--- src/rtl/spi_reg_sequencer.sv ---
// rtl/spi_reg_sequencer.sv - register-access sequencer feeding a byte-level SPI master
module spi_reg_sequencer #(
    parameter int            N       = 8,
    parameter int            LW      = 4,
    parameter int            GAP     = 2,
    parameter int            TIMEOUT = 255,
    parameter logic [N-1:0]  DUMMY   = '0
) (
    input  logic          Clock,
    input  logic          Reset,
    input  logic          req,
    input  logic          req_rw,
    input  logic [N-2:0]  req_addr,
    input  logic [LW-1:0] req_len,
    output logic          busy,
    output logic          done,
    output logic          err,
    input  logic [N-1:0]  wr_data,
    input  logic          wr_valid,
    output logic          wr_ready,
    output logic [N-1:0]  rd_data,
    output logic          rd_valid,
    input  logic          m_ready,
    output logic          m_send,
    output logic [N-1:0]  m_data,
    input  logic          m_arrived,
    input  logic [N-1:0]  m_dataO
);

    localparam int TW = $clog2(TIMEOUT + 1);
    localparam int GW = (GAP > 0) ? $clog2(GAP + 1) : 1;

    localparam logic [2:0] S_IDLE       = 3'd0;
    localparam logic [2:0] S_CMD_ISSUE  = 3'd1;
    localparam logic [2:0] S_CMD_WAIT   = 3'd2;
    localparam logic [2:0] S_GAP_WAIT   = 3'd3;
    localparam logic [2:0] S_DATA_ISSUE = 3'd4;
    localparam logic [2:0] S_DATA_WAIT  = 3'd5;

    logic [2:0]    state;
    logic          rw_q;
    logic [N-2:0]  addr_q;
    logic [LW-1:0] remaining;
    logic [TW-1:0] to_cnt;
    logic [GW-1:0] gap_cnt;
    logic          last_byte;

    // The command byte carries no data, so the burst ends there only for len=0.
    assign last_byte = (state == S_CMD_WAIT) ? (remaining == '0) : (remaining == LW'(1));
    assign wr_ready  = (state == S_DATA_ISSUE) & ~rw_q & m_ready & Reset;

    always_ff @(posedge Clock or negedge Reset) begin
        if (!Reset) begin
            state     <= S_IDLE;
            rw_q      <= 1'b0;
            addr_q    <= '0;
            remaining <= '0;
            to_cnt    <= '0;
            gap_cnt   <= '0;
            busy      <= 1'b0;
            done      <= 1'b0;
            err       <= 1'b0;
            rd_data   <= '0;
            rd_valid  <= 1'b0;
            m_send    <= 1'b0;
            m_data    <= '0;
        end else begin
            done     <= 1'b0;
            err      <= 1'b0;
            rd_valid <= 1'b0;
            m_send   <= 1'b0;
            case (state)
                S_IDLE: begin
                    if (req) begin
                        rw_q      <= req_rw;
                        addr_q    <= req_addr;
                        remaining <= req_len;
                        busy      <= 1'b1;
                        state     <= S_CMD_ISSUE;
                    end
                end
                S_CMD_ISSUE: begin
                    if (m_ready) begin
                        m_send <= 1'b1;
                        m_data <= {rw_q, addr_q};
                        to_cnt <= TW'(TIMEOUT);
                        state  <= S_CMD_WAIT;
                    end
                end
                S_DATA_ISSUE: begin
                    // A write waits on wr_valid without any timeout.
                    if (m_ready && (rw_q || wr_valid)) begin
                        m_send <= 1'b1;
                        m_data <= rw_q ? DUMMY : wr_data;
                        to_cnt <= TW'(TIMEOUT);
                        state  <= S_DATA_WAIT;
                    end
                end
                S_CMD_WAIT, S_DATA_WAIT: begin
                    if (m_arrived) begin
                        if (state == S_DATA_WAIT) begin
                            remaining <= remaining - LW'(1);
                            if (rw_q) begin
                                rd_data  <= m_dataO;
                                rd_valid <= 1'b1;
                            end
                        end
                        if (last_byte) begin
                            done  <= 1'b1;
                            busy  <= 1'b0;
                            state <= S_IDLE;
                        end else if (GAP > 0) begin
                            gap_cnt <= GW'(GAP);
                            state   <= S_GAP_WAIT;
                        end else begin
                            state <= S_DATA_ISSUE;
                        end
                    end else if (to_cnt <= TW'(1)) begin
                        err   <= 1'b1;
                        busy  <= 1'b0;
                        state <= S_IDLE;
                    end else begin
                        to_cnt <= to_cnt - TW'(1);
                    end
                end
                S_GAP_WAIT: begin
                    if (gap_cnt <= GW'(1)) begin
                        state <= S_DATA_ISSUE;
                    end else begin
                        gap_cnt <= gap_cnt - GW'(1);
                    end
                end
                default: state <= S_IDLE;
            endcase
        end
    end

endmodule

--- config.mk ---
export PLATFORM = sky130hd
export DESIGN_NAME = spi_reg_sequencer
export DESIGN_NICKNAME = d
export VERILOG_FILES = /design/src/rtl/spi_reg_sequencer.sv
export SDC_FILE = /design/constraint.sdc
export NUM_CORES = 1
export LEC_CHECK = 0
export CORE_MARGIN = 2
export CORE_UTILIZATION = 40
export DETAILED_ROUTE_END_ITERATION = 8
export HOLD_SLACK_MARGIN = 0.1
export PLACE_DENSITY_LB_ADDON = 0.25
export SLEW_MARGIN = 20
export SYNTH_ARGS = -nofsm -noshare
export SYNTH_HDL_FRONTEND = slang
export SYNTH_SLANG_ARGS = --single-unit
--- constraint.sdc ---
create_clock -name Clock -period 6.25 [get_ports Clock]
set_input_delay 0.9375 -clock Clock [delete_from_list [all_inputs] [get_ports Clock]]
set_output_delay 0.9375 -clock Clock [all_outputs]
set_load 0.01 [all_outputs]
Yosys cells after proc, flatten, opt, wreduce, memory -nomap -nowiden. Index checks and enable logic that the tools add are counted. W data, S select, Z words.

Flip-flop bits (word level): 46. Input port bits: 34. Output and inout bits: 22. Word-level logic and storage cells: 101.

Add/subtract/negate cells: 3. Magnitude comparators: 2. Eq/ne operators: 18. Muxes and demuxes: 44. Bitwise gates (word level): 4. Reduce and logical (&&, ||, !) cells: 17.

Operators with widths (number): $mux W8 (7); $pmux W8 S3 (1); $mux W3 (6); $ne A2 B2 Y1 const B (9); $mux W1 (17); $pmux W8 S2 (1); $reduce_and A4 Y1 (4); $pmux W3 S5 (1); $mux W4 (3); $reduce_and A5 Y1 (2); $le A8 B1 Y1 const B (1); $mux W2 (4); $pmux W4 S2 (1); $sub A8 B1 Y8 const B (1); $eq A3 B2 Y1 const B (2); $eq A3 B3 Y1 const B (2); $ne A3 B3 Y1 const B (2); $reduce_bool A2 Y1 (3); $eq A4 B1 Y1 const B (1); $logic_not A4 Y1 (1); $pmux W1 S2 (2); $pmux W2 S2 (1); $sub A4 B1 Y4 const B (1); $and A1 B1 Y1 (3); 12 further kinds (12).

Logic depth before layout (Yosys ltp).
Depth in word-level cells: 5. Gate-level depth with buffers: 7. Gate-level depth less buffers: 7.

Worst setup path before layout. Ideal clock, no wire load.

Path type: register -> output. From: reg state[2]. To: out wr_ready. Data arrival time: 1.319 ns. Required time: 5.312 ns. Setup slack: 3.993 ns. Stages on the path, launching flop included: 5. Buffers on the path: 2. Cells stage by stage: dfrtp_1 -> buf_2 -> nand2_1 -> clkbuf_1 -> nor3_1.

Cells in the longest elaborated chain, start to end: 4.

RTL lines: from (decl) (RTL line 40) `logic [2:0] state;`; from (signal assigned) (RTL line 54) `state <= S_IDLE;`; from (signal assigned) (RTL line 79) `state <= S_CMD_ISSUE;`; from (signal assigned) (RTL line 87) `state <= S_CMD_WAIT;`; $eq A3 B3 Y1 (RTL line 50) `assign wr_ready = (state == S_DATA_ISSUE) & ~rw_q & m_ready & Reset;`; $and A1 B1 Y1 (3 in a row) (RTL line 50); to (decl) (RTL line 20) `output logic wr_ready,`.

No other way between the ends.

Final worst setup path.
From: in Reset. To: out wr_ready.

Cells in the longest elaborated chain, start to end: 1.

RTL lines: from (decl) (RTL line 10) `input logic Reset,`; $and A1 B1 Y1 (RTL line 50).

No other way between the ends.

==> tab_implementation.tex <==
\begin{tabular}{lr}
\hline
Metric & Value \\
\hline
\multicolumn{2}{l}{\textbf{Synth}} \\
Yosys cell types & 42 \\
Fraction of synthesized area in multiplexers & 0.0815 \\
Xor/xnor share of the synthesized area & 0.00746 \\
Synth Area in Compound Gates & 0.168 \\
Synth Area in Simple Gates & 0.191 \\
Adder-Cell Fraction of Synth Area & 0.0266 \\
Share of async-settable or async-resettable flops after synthesis & 1.00 \\
Top cells by area in the synthesized netlist & sky130\_fd\_sc\_hd\_\_dfrtp\_1 (49\%), sky130\_fd\_sc\_hd\_\_mux2\_2 (8.2\%), sky130\_fd\_sc\_hd\_\_o21ai\_0 (3.8\%) \\
Synth Net Count & roughly 270 \\
\#FFs+latches synth & 46 \\
Share of synthesized area occupied by flip-flops and latches & 0.490 \\
Count of flip-flops with a built-in enable after synthesis & 0 \\
Commonest register cell after synthesis & sky130\_fd\_sc\_hd\_\_dfrtp\_1 \\
Yosys warnings & 0 \\
Combinational family with the most area after synthesis & simple AND/OR/NAND/NOR gates \\
Summed instance area of the synthesized netlist & approximately 2300 µm² \\
Synthesized instance count & approximately 230 \\
Cell taking the most area after synthesis & sky130\_fd\_sc\_hd\_\_dfrtp\_1 \\
Share of the synthesized area in the top cell type & 0.490 \\
Avg Cell Area, Syn & 10.3 µm² \\
\multicolumn{2}{l}{\textbf{Global routing}} \\
Maximum number of pins on one net before global-route repair & 48 \\
Remaining global-route overflow & 0 \\
Vias in the first global route & 1666 \\
Global-route wire length before repair & 7800 µm \\
Global router's overall resource usage & 0.158 \\
Number of antenna violations at the first check in global routing & 0 \\
\multicolumn{2}{l}{\textbf{Route}} \\
Vias per std cell & 5.18 \\
Wire length after detailed routing & about 4800 µm \\
Via count & 1828 \\
DRC violations left & 0 \\
Count of TritonRoute iterations in the first routing pass & 4 \\
Antenna viol nets, final & 0 \\
DR iter-0 viols & 95 \\
Routed length per placed instance & approximately 14 µm \\
\multicolumn{2}{l}{\textbf{Timing}} \\
Final slew viol count & 0 \\
Final hold vios & 0 \\
Worst-Margin Slew & 0.611 ns \\
Share of the clock period used by the worst path after layout & 0.525 \\
Unrepaired setup endpoints after global routing & no \\
Setup TNS Final & 0 ns \\
Worst Clk Skew & just under 0.006 ns \\
Post-route worst setup slack & just under 3 ns \\
Number of setup violations in the final report & 0 \\
Shortest period the worst path allows & 3.28 ns \\
Maximum frequency from static timing analysis & between 300 and 400 MHz \\
Max\_slew headroom & 0.593 \\
\multicolumn{2}{l}{\textbf{Floorplan}} \\
Area of the core region & about 5600 µm² \\
Die boundary height & about 81 µm \\
Full die area & between 6000 and 7000 µm² \\
Starting density of the core & 0.421 \\
Number of rows created at floorplan & 27 \\
Die span in x & a little over 80 µm \\
IO Count & between 50 and 60 \\
\multicolumn{2}{l}{\textbf{Critical path}} \\
Slack of the worst reg-to-reg path & 3.81 ns \\
Critical path class & in2out \\
Critical Path RT & about 5.3 ns \\
CP Capture Type & output pin \\
R2r endpoint & to\_cnt[4] \\
R2r startpoint & state[1] \\
Kind of start point of the critical path & input pin \\
Cell depth of the worst flop-to-flop path & 5 \\
Data arrival, critical path & 2.34 ns \\
CP max FO & 47 \\
\multicolumn{2}{l}{\textbf{Final layout}} \\
Highest-count cells in the layout ignoring fill and taps & sky130\_fd\_sc\_hd\_\_clkdlybuf4s50\_1 (54), sky130\_fd\_sc\_hd\_\_dfrtp\_1 (46), sky130\_fd\_sc\_hd\_\_nand2\_1 (18), sky130\_fd\_sc\_hd\_\_o21ai\_0 (17), sky130\_fd\_sc\_hd\_\_mux2\_2 (17) \\
Number of standard cells in the layout, taps in and fillers out & 353 \\
Relative area change from synthesis to final layout & 29.1\% \\
Final antenna diode count & 0 \\
Fraction of final layout cells sized beyond drive strength 1 & 0.135 \\
Most common cell after layout, fill and taps aside & sky130\_fd\_sc\_hd\_\_clkdlybuf4s50\_1 \\
\# nets final & about 320 \\
\multicolumn{2}{l}{\textbf{Placed design}} \\
Number of input and output port buffers inserted & 55 \\
Pre-CTS worst setup slack & 2.92 ns \\
Weighted congestion at the end of routability-driven global placement & 0.809 \\
Number of placed instances with taps included & 345 \\
HPWL after detailed placement & roughly 3500 µm \\
\multicolumn{2}{l}{\textbf{Clock tree}} \\
Setup Buffers After CTS & 0 \\
CTS sink count & 46 \\
Clock root buffer & sky130\_fd\_sc\_hd\_\_clkbuf\_8 \\
Clock latency of the later-clocked register in the worst-skew pair & about 0.3 ns \\
CTS Hold Buffers Added & 0 \\
Resized cells post-CTS & 0 \\
Clock buffer count from CTS & 5 \\
CTS tree & built \\
Maximum buffer depth of the clock tree & 2 \\
Clock-pin transition on the worst setup and hold timing paths & $\sim$0.080 ns \\
CTS H-tree lvls & 2 \\
\multicolumn{2}{l}{\textbf{Power}} \\
Static leakage power & approximately 0.0012 µW \\
Highest ir drop seen on vdd & just over 0.2 mV \\
Power density cells & between 400 and 500 nW/µm² \\
\multicolumn{2}{l}{\textbf{Run status}} \\
Status & completed \\
\multicolumn{2}{l}{\textbf{Min path}} \\
Instance count along the most critical hold path & 2 \\
Class of the most critical hold timing path & reg2reg \\
Worst Hold Endpoint & m\_data[4] \\
Min-delay src & m\_data[4] \\
\multicolumn{2}{l}{\textbf{Job}} \\
Maximum Capacitance Violations & 0 \\
\hline
\end{tabular}
flip-flops by register name (all words and copies together) (netlist names), 2 cells and up:
register	cells
rd_data	8
m_data	8
state	3
to_cnt	8
addr_q	7
remaining	4
gap_cnt	2
synth_stat cells, types with 2 or more instances:
cell type,instances
sky130_fd_sc_hd__a21o_1,4
sky130_fd_sc_hd__a21oi_1,16
sky130_fd_sc_hd__a21oi_2,3
sky130_fd_sc_hd__a31oi_1,2
sky130_fd_sc_hd__buf_2,5
sky130_fd_sc_hd__clkbuf_1,6
sky130_fd_sc_hd__dfrtp_1,46
sky130_fd_sc_hd__ha_1,5
sky130_fd_sc_hd__inv_1,6
sky130_fd_sc_hd__mux2_2,17
sky130_fd_sc_hd__nand2_1,18
sky130_fd_sc_hd__nand3_1,10
sky130_fd_sc_hd__nor2_1,12
sky130_fd_sc_hd__nor2b_1,3
sky130_fd_sc_hd__nor3_1,9
sky130_fd_sc_hd__nor3b_1,9
sky130_fd_sc_hd__o211ai_1,3
sky130_fd_sc_hd__o21a_1,2
sky130_fd_sc_hd__o21ai_0,18
sky130_fd_sc_hd__o21ai_1,2
sky130_fd_sc_hd__o221ai_1,2
sky130_fd_sc_hd__o31ai_1,3
sky130_fd_sc_hd__or3_1,3
sky130_fd_sc_hd__or3b_1,2
sky130_fd_sc_hd__or3b_2,3
sky130_fd_sc_hd__or4_1,2
sky130_fd_sc_hd__xor2_1,2
per-layer routing:
layer  wire length [µm]  vias to the layer above  part of all wire  track usage
met4                 75                        0             0.016       0.0661
li1                   -                      933                 -            -
met2               2280                       37              0.48        0.244
met5                  0                        -                 0            0
met3                204                        7             0.043       0.0360
met1               2220                      851              0.46        0.214
worst max-delay path, stage by stage:
cell                              delay [ns]
sky130_fd_sc_hd__buf_2                  0.08
sky130_fd_sc_hd__buf_4                  0.47
sky130_fd_sc_hd__nand2_1                0.12
sky130_fd_sc_hd__nor3_1                 0.15
sky130_fd_sc_hd__clkdlybuf4s50_1        0.57
layout make-up:
| type | count | area [µm²] |
|---|---|---|
| Clock buffer | 7 | 86.3 |
| Clock inverter | 1 | 5.00 |
| Fill cell | 517 | 2540 |
| Inverter | 6 | 22.5 |
| Multi-Input combinational cell | 164 | 1120 |
| Sequential cell | 46 | 1150 |
| Tap cell | 72 | 90.1 |
| Timing Repair Buffer | 57 | 561 |
cells by family (layout without fill, tap and decap cells):
kind of cell,Yosys count,count (layout)
xor+xnor,2,2
simple gates,78,78
flops,46,46
fa+ha+maj,5,5
compound gates,62,62
mux,17,17
buf+inv,18,71
power breakdown:
group	internal (µW)	switching (µW)
Sequential	408	116
Combinational	273	243
Clock	89.2	93.9
Total	769	453
per-stage QoR:
step	util	cell area [µm²]	hold slack (ns)	power (µW)
after floorplan	-	2350	0.465	860
after global placement	0.527	2940	0.460	1040
after detailed placement	0.527	2940	0.474	1050
after CTS	0.544	3030	0.492	1240
after global routing	0.544	3030	0.516	1320
final	0.544	3030	0.488	1220
how the worst max path moves through the flow:
stage | start | endpoint | cells after the start
after floorplan | state[2] | wr_ready | 4
after global routing | Reset | wr_ready | 5
after global placement | Reset | wr_ready | 5
after CTS | Reset | wr_ready | 5
final | Reset | wr_ready | 5
after detailed placement | Reset | wr_ready | 5
(Power assumes the default switching activity.)
